**src/rtl/mantle_lane_pkg.sv**
```systemverilog
// Shared encodings for the lane permute block: permutation modes and FIFO occupancy states.
package mantle_lane_pkg;

  typedef enum logic [1:0] {
    MODE_PASS   = 2'b00,
    MODE_REV    = 2'b01,
    MODE_ROT    = 2'b10,
    MODE_BITREV = 2'b11
  } mode_e;

  typedef enum logic [1:0] {
    OCC_EMPTY = 2'd0,
    OCC_ONE   = 2'd1,
    OCC_FULL  = 2'd2
  } occ_e;

endpackage

```
**src/rtl/mantle_lane_perm.sv**
```systemverilog
// Combinational lane permutation: pass, lane reverse, lane rotate-left, per-lane bit reverse.
// Zero latency, no state and no flow control.
module mantle_lane_perm
  import mantle_lane_pkg::*;
#(
  parameter int WIDTH = 16,
  parameter int LANE  = 8
) (
  input  logic [WIDTH-1:0]              in_data,
  input  logic [1:0]                    mode,
  input  logic [$clog2(WIDTH/LANE)-1:0] rot,
  output logic [WIDTH-1:0]              out_data
);

  localparam int NL = WIDTH / LANE;
  localparam int RW = $clog2(NL);

  if (WIDTH % LANE != 0 || NL < 2) begin : g_bad_params
    $error("mantle_lane_perm: WIDTH must be a multiple of LANE with at least two lanes");
  end

  // Rotate amounts at or beyond the lane count wrap; only matters when NL is not a power of two.
  logic [RW-1:0] rot_m;
  assign rot_m = RW'(int'(rot) % NL);

  always_comb begin
    out_data = in_data;
    case (mode_e'(mode))
      MODE_PASS: out_data = in_data;
      MODE_REV:
        for (int i = 0; i < NL; i++)
          out_data[(NL-1-i)*LANE +: LANE] = in_data[i*LANE +: LANE];
      MODE_ROT:
        for (int j = 0; j < NL; j++)
          for (int i = 0; i < NL; i++)
            if ((i + int'(rot_m)) % NL == j)
              out_data[j*LANE +: LANE] = in_data[i*LANE +: LANE];
      MODE_BITREV:
        for (int i = 0; i < NL; i++)
          for (int b = 0; b < LANE; b++)
            out_data[i*LANE + b] = in_data[i*LANE + LANE - 1 - b];
      default: out_data = in_data;
    endcase
  end

endmodule

```
**src/rtl/mantle_lane_permute.sv**
```systemverilog
// Lane permute in front of a 2-entry FIFO; an accepted word is visible on out_data the next cycle.
// Backpressure: registered in_ready drops only when the FIFO is about to be full.
module mantle_lane_permute
  import mantle_lane_pkg::*;
#(
  parameter int WIDTH = 16,
  parameter int LANE  = 8
) (
  input  logic                          CLK,
  input  logic                          ASYNCRESETN,
  input  logic [WIDTH-1:0]              in_data,
  input  logic [1:0]                    in_mode,
  input  logic [$clog2(WIDTH/LANE)-1:0] in_rot,
  input  logic                          in_valid,
  output logic                          in_ready,
  output logic [WIDTH-1:0]              out_data,
  output logic                          out_valid,
  input  logic                          out_ready,
  output logic [1:0]                    count
);

  if (WIDTH % LANE != 0 || WIDTH / LANE < 2) begin : g_bad_params
    $error("mantle_lane_permute: WIDTH must be a multiple of LANE with at least two lanes");
  end

  logic [WIDTH-1:0] perm_data;
  logic [WIDTH-1:0] mem [2];
  logic             wr_ptr;
  logic             rd_ptr;
  logic             push;
  logic             pop;
  occ_e             state_q;
  occ_e             state_d;

  mantle_lane_perm #(
    .WIDTH (WIDTH),
    .LANE  (LANE)
  ) u_perm (
    .in_data  (in_data),
    .mode     (in_mode),
    .rot      (in_rot),
    .out_data (perm_data)
  );

  assign push      = in_valid & in_ready;
  assign pop       = out_valid & out_ready;
  assign out_valid = (state_q != OCC_EMPTY);
  assign out_data  = mem[rd_ptr];
  assign count     = state_q;

  always_comb begin
    state_d = state_q;
    case (state_q)
      OCC_EMPTY: if (push) state_d = OCC_ONE;
      OCC_ONE: begin
        if (push && !pop)      state_d = OCC_FULL;
        else if (pop && !push) state_d = OCC_EMPTY;
      end
      OCC_FULL:  if (pop && !push) state_d = OCC_ONE;
      default:   state_d = OCC_EMPTY;
    endcase
  end

  // in_ready looks at the next occupancy so the sink's out_ready never reaches it combinationally.
  always_ff @(posedge CLK or negedge ASYNCRESETN) begin
    if (!ASYNCRESETN) begin
      state_q  <= OCC_EMPTY;
      in_ready <= 1'b0;
    end else begin
      state_q  <= state_d;
      in_ready <= (state_d != OCC_FULL);
    end
  end

  always_ff @(posedge CLK or negedge ASYNCRESETN) begin
    if (!ASYNCRESETN) begin
      wr_ptr <= 1'b0;
      rd_ptr <= 1'b0;
      mem[0] <= '0;
      mem[1] <= '0;
    end else begin
      if (push) begin
        mem[wr_ptr] <= perm_data;
        wr_ptr      <= ~wr_ptr;
      end
      if (pop) rd_ptr <= ~rd_ptr;
    end
  end

endmodule

```
**config.mk**
```make
export PLATFORM = sky130hd
export DESIGN_NAME = mantle_lane_permute
export DESIGN_NICKNAME = d
export VERILOG_FILES = /design/src/rtl/mantle_lane_pkg.sv /design/src/rtl/mantle_lane_perm.sv /design/src/rtl/mantle_lane_permute.sv
export SDC_FILE = /design/constraint.sdc
export NUM_CORES = 1
export LEC_CHECK = 0
export BUFFER_PORTS_ARGS = -buffer_cell sky130_fd_sc_hd__buf_2
export CAP_MARGIN = 5
export CORE_ASPECT_RATIO = 0.6
export CORE_UTILIZATION = 60
export CTS_BUF_LIST = sky130_fd_sc_hd__clkbuf_16
export DETAILED_ROUTE_END_ITERATION = 6
export PLACE_DENSITY = 0.85
export SLEW_MARGIN = 20
export SYNTH_ARGS = -nofsm -noshare
export SYNTH_HDL_FRONTEND = slang
export SYNTH_SLANG_ARGS = --single-unit
export TNS_END_PERCENT = 50
```
**constraint.sdc**
```tcl
create_clock -name CLK -period 2 [get_ports CLK]
set_input_delay 0.4 -clock CLK [delete_from_list [all_inputs] [get_ports CLK]]
set_output_delay 0.4 -clock CLK [all_outputs]
set_load 0.02 [all_outputs]
```
**Word-level counts from Yosys, hierarchy flattened**

Cells that the tools add are included.

- Register bits: 37
- Output and inout bits: 20
- Word-level logic and storage cells: 48
- Input port bits: 23

- Bitwise operators: 7
- $add $sub $neg: 1
- Reduce and logical (&&, ||, !) cells: 9
- Multiplexer cells: 15
- $lt $le $gt $ge: 3
- Equality and inequality tests: 7

Operators with widths:

| operator | count |
|---|---|
| $mux W16 | 4 |
| $pmux W16 S4 | 1 |
| $bwmux W32 | 1 |
| $logic_not A32 Y1 | 1 |
| $mux W8 | 3 |
| $demux W16 S1 | 1 |
| $eq A2 B2 Y1 const B | 4 |
| $mux W2 | 4 |
| $pmux W2 S3 | 1 |
| $eq A2 B1 Y1 const B | 2 |
| $ge A2 B2 Y1 const B | 2 |
| $logic_not A2 Y1 | 2 |
| $not A1 Y2 | 2 |
| $logic_and A1 B1 Y1 | 3 |
| $and A1 B1 Y1 | 2 |
| $logic_not A1 Y1 | 2 |
| $lt A2 B1 Y1 const B | 1 |
| $ne A2 B2 Y1 const B | 1 |
| $not A1 Y1 | 2 |
| $reduce_bool A2 Y1 | 1 |
| $add A1 B1 Y1 const A | 1 |
| $and A1 B1 Y1 const A | 1 |

**Depth between registers and ports, before layout**

Gate-level depths: netlist of the first run.

- Word-level depth: 7
- Depth in mapped cells: 5
- Mapped depth without buffers: 3

**Cells and area by module**

A second synthesis of the first run with hierarchy kept.

- Cells, all modules: 185
- Area total of the unflattened synthesis: 2258.4 um^2

By module, submodules not included:

| module | times used | cells an instance | seq. area each (um^2) | area an instance (um^2) |
|---|---|---|---|---|
| mantle_lane_permute | 1 | 108 | 925.9 | 1646.6 |
| mantle_lane_perm | 1 | 77 | 0.0 | 611.8 |

**Worst setup path after synthesis of the first run**

Ideal clock, no wire load.

- Path type: flip-flop to output port
- Start point: register rd_ptr
- End point: output port out_data[10]
- Data arrival time: 1.102 ns
- Data required time: 1.600 ns
- Path buffers: 2
- Path slack: 0.498 ns
- Stages on the path, launching flop included: 4
- Cells stage by stage: dfrtp_1 buf_2 buf_2 mux2_2

- Longest elaborated chain between the ends: 4

RTL lines:

| element | line | text |
|---|---|---|
| start, declared | mantle_lane_permute.sv:29 | `logic rd_ptr;` |
| start signal, assigned | mantle_lane_permute.sv:86 | `if (pop) rd_ptr <= ~rd_ptr;` |
| $not A1 Y2 (not written as such) | mantle_lane_permute.sv:48 | `assign out_data = mem[rd_ptr];` |
| $mux W16 (not written as such) (3 in series) | mantle_lane_permute.sv:48 |  |
| end, declared | mantle_lane_permute.sv:16 | `output logic [WIDTH-1:0] out_data,` |

Every way passes these cells. The select of a mux whose other input is x is not followed.

**Worst setup path after layout of the first run**

- Start point: register rd_ptr
- End point: output port out_data[1]

Same word-level chain as after synthesis.

==> results_dict.tcl, run 1 <==
set metrics [dict create \
    pwr-share-clk_pct 17.9 \
    yosysTopAreaCell "dfrtp_1" \
    numCtsBuffers 5 \
    yosys.cell_count.top_type "dfrtp_1" \
    rrSetupSlack_ns 0.64 \
    pwr-share-comb_pct 49.2 \
    synth_edf_count 0 \
    ant_nets 0 \
    globalRouteOverflowTotal 0 \
    rsz0062_at_grt "no" \
    slew_violations 0 \
    drive_gt1_share_pct 44.6 \
    start_util_pct 63.9 \
    finalSetupTns_ns 0 \
    yosys.area.top_type_share_pct 38.9 \
    netlist_area_sq_um 2380 \
    cap_violations 0 \
    worstSkewPairLatency_ns 0.28 \
    design.core.area_sq_um 3720 \
    swShare_pct 40.1 \
    fin_util_pct 72.6 \
    slew_headroom_pct 62.2 \
    die_w_um 83.3 \
    min_path_type "input pin to async pin" \
    ff2ff_path_depth 4 \
    worst_pin_slew_ns 0.566 \
    period_needed_ns 1.82 \
    rr_startpoint "wr_ptr$_DFFE_PN0P_" \
    irDropWorstVdd_mv 1.06 \
    grt_pass1_vias 1834 \
    yosys_warnings 0 \
    p_leak_nw 1.22 \
    clockBufferDepth 2 \
    cts_root_buf "clkbuf_16" \
    antenna_found_initial 0 \
    ys_ff_latch 37 \
    io_pins 43 \
    path_clk_slew_ns 0.05 \
    dr.pass1.iters 4 \
    routabilityCongestion 0.759 \
    clock_skew_ns 0.00331 \
    placed_cells 282 \
    setup_viol 0 \
    fmax_mhz 549 \
    rows 17 \
    area_delta_synth_final_pct 13.6 \
    reg2reg_to "mem[31]$_DFFE_PN0P_" \
    finalHoldViolations 0 \
    vias_per_cell 6.61 \
    critPathMaxFanout 17 \
    instances_no_fill 289 \
    status "finished clean" \
    grt_pass1_wl_mm 9.45 \
    diodes 0 \
    finalNetCount 265 \
    startpoint_type "flip-flop" \
    netlist_instances 206 \
    htree_levels 2 \
    io_buffers 42 \
    fillerInstances 254 \
    end_kind "primary output" \
    async_reset_ff_share_pct 100 \
    wl_per_cell_um 20.0 \
    die_area_sq_um 4230 \
    post_cts_buffers 0 \
    power_density_nw_per_um2 1510 \
    drt-total-wl_mm 5.78 \
    vias 1909 \
    cp_data_required_time_ns 1.60 \
    seqPwrFrac_pct 33.0 \
    switching_power_mw 1.63 \
    finalCritPeriodShare_pct 91.1 \
    power.internal_mw 2.45 \
    arrival_ns 1.42 \
    hpwlAfterDp_mm 3.90 \
    clock_sinks 37 \
    hold_buffers 0 \
    synth_commonest_cells "37 x dfrtp_1, 32 x o21ai_1, 21 x a22oi_2" \
    avgSynthCellArea_sq_um 11.5 \
    die_h_um 50.8 \
    yosysUniqueCellTypes 28 \
    track_usage_pct 29.3 \
    synth.area.top_cells "dfrtp_1 39%, a22oi_2 11%, mux2_4 8.8%" \
    grt_max_degree 38 \
    first_iter_violations 190 \
    synth_ff_type "dfrtp_1" \
    ys_seq_area_share_pct 38.9 \
    drc 0 \
    synth_nets 229 \
    fin_total_pwr_mw 4.08 \
    tritoncts "yes" \
    path_class "flip-flop to primary output" \
    cts_resized 0 \
]
layout by cell type (no fill, tap or decap), types with 2 or more instances in the layout:
master / count
buf_4: 6
a22oi_1: 11
clkbuf_16: 5
a21oi_1: 2
o21ai_1: 32
inv_1: 2
mux2_4: 14
mux2_2: 18
a22oi_2: 21
a31oi_1: 16
and4b_1: 17
nand2_1: 6
dfrtp_1: 37
buf_2: 42
area by class of cell:
cell class / instances / area (sq um) / area share, %
Tap cell: 47 / 58.8 / 2.18
Clock inverter: 2 / 7.51 / 0.278
Inverter: 1 / 3.75 / 0.139
Clock buffer: 5 / 125 / 4.63
Multi-Input combinational cell: 148 / 1310 / 48.3
Timing Repair Buffer: 49 / 275 / 10.2
Sequential cell: 37 / 926 / 34.3
worst max-delay path by stage:
stage,startpoint,cells after the start,slack (ns),to
floorplan,rd_ptr$_DFFE_PN0P_,3,0.50,out_data[10]
global placement,in_mode[1],4,0.24,mem[4]$_DFFE_PN0P_
detailed placement,in_mode[1],4,0.18,mem[4]$_DFFE_PN0P_
CTS,rd_ptr$_DFFE_PN0P_,3,0.17,out_data[1]
global route,rd_ptr$_DFFE_PN0P_,3,0.13,out_data[1]
finish,rd_ptr$_DFFE_PN0P_,3,0.18,out_data[1]
sequential cells by signal (all words and copies together) (netlist names):
register  flops
mem          32
count         2
in_ready      1
rd_ptr        1
wr_ptr        1
critical path, stage by stage, from the launching register on:
cell     delay, ns
dfrtp_1       0.32
buf_4         0.27
mux2_2        0.39
buf_2         0.16
power groups by stage:
stage / combinational, mW / sequential (mW) / clock [mW]
final: 2.01 / 1.35 / 0.729
after global routing: 2.15 / 1.39 / 0.767
after CTS: 2.01 / 1.34 / 0.730
after detailed placement: 1.99 / 1.35 / 0
after global placement: 1.95 / 1.33 / 0
after floorplan: 1.50 / 1.31 / 0
metal layers:
metal,track usage (%),wire (um),vias to the layer above
li1,-,-,885
met1,40.8,2630,935
met2,46.4,2650,79
met3,5.43,423,10
met4,9.77,72,0
met5,0,0,-
per-stage QoR:
stage	hold WS [ns]	instance area [sq um]	setup WS, ns
4_1_cts	0.181	2700	0.174
3_5_place_dp	0.474	2570	0.177
2_1_floorplan	0.104	2380	0.498
6_report	0.160	2700	0.177
5_1_grt	0.200	2700	0.131
3_3_place_gp	0.472	2570	0.243
kinds of logic after synthesis:
family / share of synthesized area, %
compound gates: 26.5
xor+xnor: 0.368
simple gates: 9.84
flops: 38.9
buf+inv: 6.15
mux: 18.3
Note: power is estimated with default switching activity, not from simulation.
==> run 2, diff against run 1 <==
--- a/config.mk
+++ b/config.mk
@@ -10,6 +10,6 @@
 export CORE_ASPECT_RATIO = 0.6
-export CORE_UTILIZATION = 60
+export CORE_UTILIZATION = 59
 export CTS_BUF_LIST = sky130_fd_sc_hd__clkbuf_16
 export DETAILED_ROUTE_END_ITERATION = 6
-export PLACE_DENSITY = 0.85
+export PLACE_DENSITY = 0.84
 export SLEW_MARGIN = 20
@@ -17,2 +17,3 @@
 export SYNTH_HDL_FRONTEND = slang
+export SYNTH_HIERARCHICAL = 1
 export SYNTH_SLANG_ARGS = --single-unit
==> constraint.sdc (replaced) <==
create_clock -name CLK -period 2 [get_ports CLK]
set_input_delay 0.3 -clock CLK [delete_from_list [all_inputs] [get_ports CLK]]
set_output_delay 0.3 -clock CLK [all_outputs]
set_load 0.02 [all_outputs]
==> run 2 against run 1 <==
Effect of this change: combinational power hardly changed; power rose by 4.1%; die area shrank 3.3%; critical path depth stayed put; fmax rose by 10%; worst setup slack better by 0.17 ns; clock power up 20%; utilization grew 4.4 points; sequential cell count is the same; synthesized area fell by 5.0%; first-iteration DRC count down 45%; synthesized cell count is 10% lower; critical path type unchanged; critical endpoint is now out_data[3]; largest power group unchanged; highest routed layer unchanged.
==> results_dict.tcl, run 2 <==
set metrics [dict create \
    area_delta_synth_final_pct 17.3 \
    cp_data_required_time_ns 1.70 \
    top_register "mem" \
    worst_path_max_delay_cell "mux2_2" \
    grt_pass1_wl_mm 9.21 \
    die_area_sq_um 4090 \
    start_util_pct 65.6 \
    async_reset_ff_share_pct 100 \
    htree_levels 2 \
    preCtsSetupSlack_ns 0.192 \
    finalCritPeriodShare_pct 82.8 \
    end_kind "primary output" \
    post_cts_buffers 0 \
    status "finished clean" \
    dr.pass1.iters 4 \
    crit_path_start "rd_ptr$_DFFE_PN0P_" \
    ys_ff_latch 37 \
    drive_gt1_share_pct 59.1 \
    io_pins 43 \
    switching_power_mw 1.54 \
    vias 1776 \
    slew_violations 0 \
    synth_commonest_cells "57 x mux2_2, 37 x dfrtp_1, 24 x o22ai_1" \
    io_buffers 42 \
    die_w_um 81.9 \
    rows 16 \
    path_delay_family "multiplexers" \
    antenna_found_initial 0 \
    final_common_cell "mux2_2" \
    largest_reg_flops 32 \
    vias_per_cell 6.46 \
    power_density_nw_per_um2 1600 \
    cpPeakStageDelay_ns 0.37 \
    hpwlAfterDp_mm 3.87 \
    min_path_type "input pin to async pin" \
    grt_pass1_vias 1884 \
    p_leak_nw 1.16 \
    drt-total-wl_mm 5.61 \
    yosys.cell_count.top_type "mux2_2" \
    finalNetCount 252 \
    cap_violations 0 \
    diodes 0 \
    critPathMaxFanout 8 \
    numCtsBuffers 5 \
    fin_util_pct 77.0 \
    globalRouteOverflowTotal 0 \
    fmax_mhz 604 \
    path_class "flip-flop to primary output" \
    routabilityCongestion 0.796 \
    track_usage_pct 31.0 \
    first_iter_violations 104 \
    seqPwrFrac_pct 31.9 \
    slew_headroom_pct 48.8 \
    rr_startpoint "in_ready$_DFF_PN0_" \
    design.core.area_sq_um 3440 \
    netlist_area_sq_um 2260 \
    fin_ws_ns 0.344 \
    drc 0 \
    synth.area.top_cells "dfrtp_1 41%, mux2_2 28%, o22ai_1 6.6%" \
    swShare_pct 36.1 \
    avgSynthCellArea_sq_um 12.2 \
    ant_nets 0 \
    finalSetupTns_ns 0 \
    synth_nets 208 \
    yosysUniqueCellTypes 21 \
    crit_chain "buf_4 -> mux2_2 -> buf_2" \
    crit_buf_inv 2 \
    yosys.area.top_type_share_pct 41.0 \
    final_cell_mix "57 x mux2_2, 42 x buf_2, 37 x dfrtp_1" \
    worstSkewPairLatency_ns 0.28 \
    pwr-share-clk_pct 20.7 \
    netlist_instances 185 \
    clockBufferDepth 2 \
    path_clk_slew_ns 0.06 \
    cts_root_buf "clkbuf_16" \
    arrival_ns 1.36 \
    hold_buffers 0 \
    period_needed_ns 1.66 \
    wl_per_cell_um 20.4 \
    yosysTopAreaCell "dfrtp_1" \
    irDropWorstVdd_mv 1.13 \
    pwr-share-comb_pct 47.4 \
    synth_ff_type "dfrtp_1" \
    finalHoldViolations 0 \
    startpoint_type "flip-flop" \
    worst_pin_slew_ns 0.768 \
    clock_sinks 37 \
    setup_viol 0 \
    power.internal_mw 2.71 \
    ys_seq_area_share_pct 41.0 \
    synth_edf_count 0 \
    cts_resized 0 \
    die_h_um 49.9 \
    hold-worst-slack_ns 0.0144 \
    clock_skew_ns 0.00302 \
    yosys_warnings 6 \
    grt_max_degree 25 \
    tritoncts "yes" \
    rsz0062_at_grt "no" \
]
run 2: cell count changes in the layout (fill, tap and decap cells not counted), sizes merged, moves of 2 or more:
| cell | change |
|---|---|
| mux2 | +33 |
| a22oi | -32 |
| o21ai | -32 |
| o22ai | +32 |
| and4b | -17 |
| a21oi | +16 |
| a31oi | -16 |
| buf | +3 |
| nand2b | +2 |
| or2 | +2 |
run 2: through the flow:
step,power (mW),area [sq um],std cells
floorplan,2.79,2260,185
CTS,4.26,2650,275
global placement,3.25,2480,267
detailed placement,3.35,2480,267
finish,4.25,2650,275
global route,4.48,2650,275
run 2: power by group through the flow:
stage / clock (mW) / combinational, mW / sequential (mW)
finish: 0.878 / 2.01 / 1.36
CTS: 0.886 / 2.02 / 1.35
detailed placement: 0 / 1.99 / 1.35
floorplan: 0 / 1.48 / 1.30
global route: 0.930 / 2.14 / 1.40
global placement: 0 / 1.94 / 1.31
run 2: logic make-up after synthesis:
kind of cell	synth area share [%]
buffers and inverters	5.48
XOR/XNOR	0.388
multiplexers	34.4
flip-flops	41.0
AND/OR/NAND/NOR	2.77
AO/OA/AOI/OAI	16.0
run 2: area by class of cell:
| cell class | count | area, sq um |
|---|---|---|
| clock inverter | 3 | 41.3 |
| inverter | 2 | 7.51 |
| sequential | 37 | 926 |
| multi-input combinational | 131 | 1210 |
| timing repair buffer | 52 | 285 |
| fill | 237 | 793 |
| clock buffer | 5 | 125 |
| tap | 45 | 56.3 |
run 2: metal layers:
layer,up-vias,wire [um],global-route usage [%]
met5,-,0,0
met4,0,232,15.8
met3,27,396,7.78
met2,95,2720,53.2
met1,854,2250,35.6
li1,800,-,-
run 2: path summary, 6_finish.rpt:
check / end / slack, ns / depth (start not counted)
setup / recovery: out_data[3] / 0.34 / 3
hold / removal: mem[27]$_DFFE_PN0P_ / 0.01 / 1
setup reg to reg: mem[19]$_DFFE_PN0P_ / 0.51 / 4
hold reg to reg: mem[20]$_DFFE_PN0P_ / 0.50 / 1
max in group asynchronous: rd_ptr$_DFFE_PN0P_ / 1.42 / 2
min in group CLK: rd_ptr$_DFFE_PN0P_ / 0.32 / 3
==> run 3, diff against run 2 <==
- CORE_UTILIZATION: 59 -> 50
- PLACE_DENSITY: 0.84 -> 0.76
- clock period: 2 -> 1.4 ns (I/O delays scaled with it)
==> run 3 against run 2 <==
Effect of this change: the flow now finishes with violations (setup timing); clock skew is 0.0017 ns higher; combinational power is 67% higher; utilization is 9.4 points lower; die area is 17% higher; power is 49% higher; non-clock buffer count is 6 higher; wire length is 11% lower; first-iteration DRC count is 21% lower; critical endpoint is now out_data[6]; largest cell class unchanged; highest routed layer unchanged.
==> results_dict.tcl, run 3 (synthesis gave the netlist of run 2 again) <==
set metrics [dict create \
    slew_violations 0 \
    diodes 0 \
    final_common_cell "mux2_2" \
    worst_path_max_delay_cell "dfrtp_2" \
    finalCritPeriodShare_pct 112 \
    setup_viol 16 \
    grt_pass1_vias 1589 \
    path_class "flip-flop to primary output" \
    dr.pass1.iters 4 \
    drt-total-wl_mm 4.99 \
    min_path_type "input pin to flip-flop" \
    wl_per_cell_um 16.9 \
    die_w_um 88.8 \
    crit_path_start "rd_ptr$_DFFE_PN0P_" \
    end_kind "primary output" \
    seq_area_sq_um 930 \
    io_buffers 42 \
    fin_ws_ns -0.165 \
    fillerInstances 311 \
    htree_levels 2 \
    top_register "mem" \
    period_needed_ns 1.57 \
    rr_startpoint "in_ready$_DFF_PN0_" \
    clockBufferDepth 2 \
    worst_pin_slew_ns 0.505 \
    post_cts_buffers 0 \
    vias 1692 \
    crit_chain "clkbuf_16 -> mux2_2 -> buf_2" \
    violations "setup timing" \
    power_density_nw_per_um2 2230 \
    clock_sinks 37 \
    arrival_ns 1.36 \
    fmax_mhz 639 \
    grt_max_degree 38 \
    p_leak_nw 1.24 \
    rsz0062_at_grt "yes" \
    path_delay_family "flip-flops" \
    path_clk_slew_ns 0.05 \
    hold_start "out_ready" \
    final_cell_mix "56 x mux2_2, 34 x dfrtp_1, 31 x buf_2" \
    hpwlAfterDp_mm 3.43 \
    area_delta_synth_final_pct 25.9 \
    globalRouteOverflowTotal 0 \
    track_usage_pct 23.0 \
    cpPeakStageDelay_ns 0.41 \
    numCtsBuffers 5 \
    die_area_sq_um 4800 \
    antenna_found_initial 0 \
    first_iter_violations 82 \
    slew_headroom_pct 66.3 \
    rows 18 \
    cp_data_required_time_ns 1.19 \
    dpl-instance-area_sq_um 2600 \
    critPathMaxFanout 8 \
    drive_gt1_share_pct 60.6 \
    die_h_um 54.1 \
    cap_violations 0 \
    fin_area_sq_um 2840 \
    vias_per_cell 5.72 \
    ant_nets 0 \
    clock_skew_ns 0.00469 \
    io_pins 43 \
    routabilityCongestion 0.855 \
    crit_buf_inv 2 \
    largest_reg_flops 32 \
    cts_root_buf "clkbuf_16" \
    finalHoldViolations 0 \
    fin_total_pwr_mw 6.34 \
    design.core.area_sq_um 4210 \
    startpoint_type "flip-flop" \
    tritoncts "yes" \
    irDropWorstVdd_mv 1.23 \
    status "complete, but fails checks" \
    grt_pass1_wl_mm 7.92 \
    multi_input_area_sq_um 1220 \
    drc 0 \
    start_util_pct 53.6 \
    finalNetCount 258 \
    worstSkewPairLatency_ns 0.28 \
]
-- run 3: changes by cell type in the layout (fill, tap and decap cells not counted), sizes merged --
cell         change
dlygate4sd3      +1
clkinvlp         -1
bufinv           -1
clkbuf           +1
clkinv           +2
buf              +4
-- run 3: tightest hold or removal path: cells and delay by family --
family	cells	cell delay, ns
simple gates	1	0.07
xor+xnor	1	0.06
buf+inv	1	0.12
-- run 3: routing by layer --
metal	vias up	share of wire, %	GRT usage, %
met5	-	0	0
met3	4	4.5	5.98
li1	808	-	-
met2	43	44	35.5
met1	837	51	31.8
met4	0	0.78	7.80
-- run 3: layout make-up --
type                       instances  area share [%]
multi-input combinational        131            42.9
sequential                        37            32.7
timing repair buffer              58            16.7
clock buffer                       5            4.40
tap                               60            2.64
clock inverter                     3           0.440
inverter                           2           0.264
-- run 3: worst paths after layout --
| kind | endpoint | slack (ns) | depth (start not counted) |
|---|---|---|---|
| setup / recovery | out_data[6] | -0.17 | 3 |
| min in group asynchronous | mem[23]$_DFFE_PN0P_ | 0.51 | 3 |
| max in group asynchronous | count[1]$_DFF_PN0_ | 0.54 | 3 |
| setup reg to reg | mem[16]$_DFFE_PN0P_ | 0.11 | 4 |
| hold / removal | rd_ptr$_DFFE_PN0P_ | 0.23 | 3 |
| hold reg to reg | mem[21]$_DFFE_PN0P_ | 0.50 | 1 |
-- run 3: repair_timing --
item                                    4_1_cts  5_1_grt
gates resized for setup                       2       22
endpoints found under the setup margin       17       17
cloned                                        0        1
hold buffers                                  1        0
hold endpoints to repair                     37        0
-- run 3: power breakdown --
group	switching [mW]	leakage, nW	internal (mW)	total [mW]
clock network	0.393	0.0687	0.642	1.04
logic	1.49	0.745	1.87	3.36
registers	0.324	0.424	1.62	1.95
-- run 3: per-stage QoR --
stage,hold slack [ns],setup slack [ns],TNS [ns],instances,util [%]
detailed placement,0.277,-0.0764,-1.98,286,61.8
CTS,0.220,-0.156,-2.26,295,65.4
finish,0.227,-0.165,-2.41,296,67.5
global placement,0.277,-0.0609,-1.27,286,61.8
floorplan,-0.0856,-0.0101,-0.0911,185,-
global route,0.254,-0.192,-2.86,296,67.5
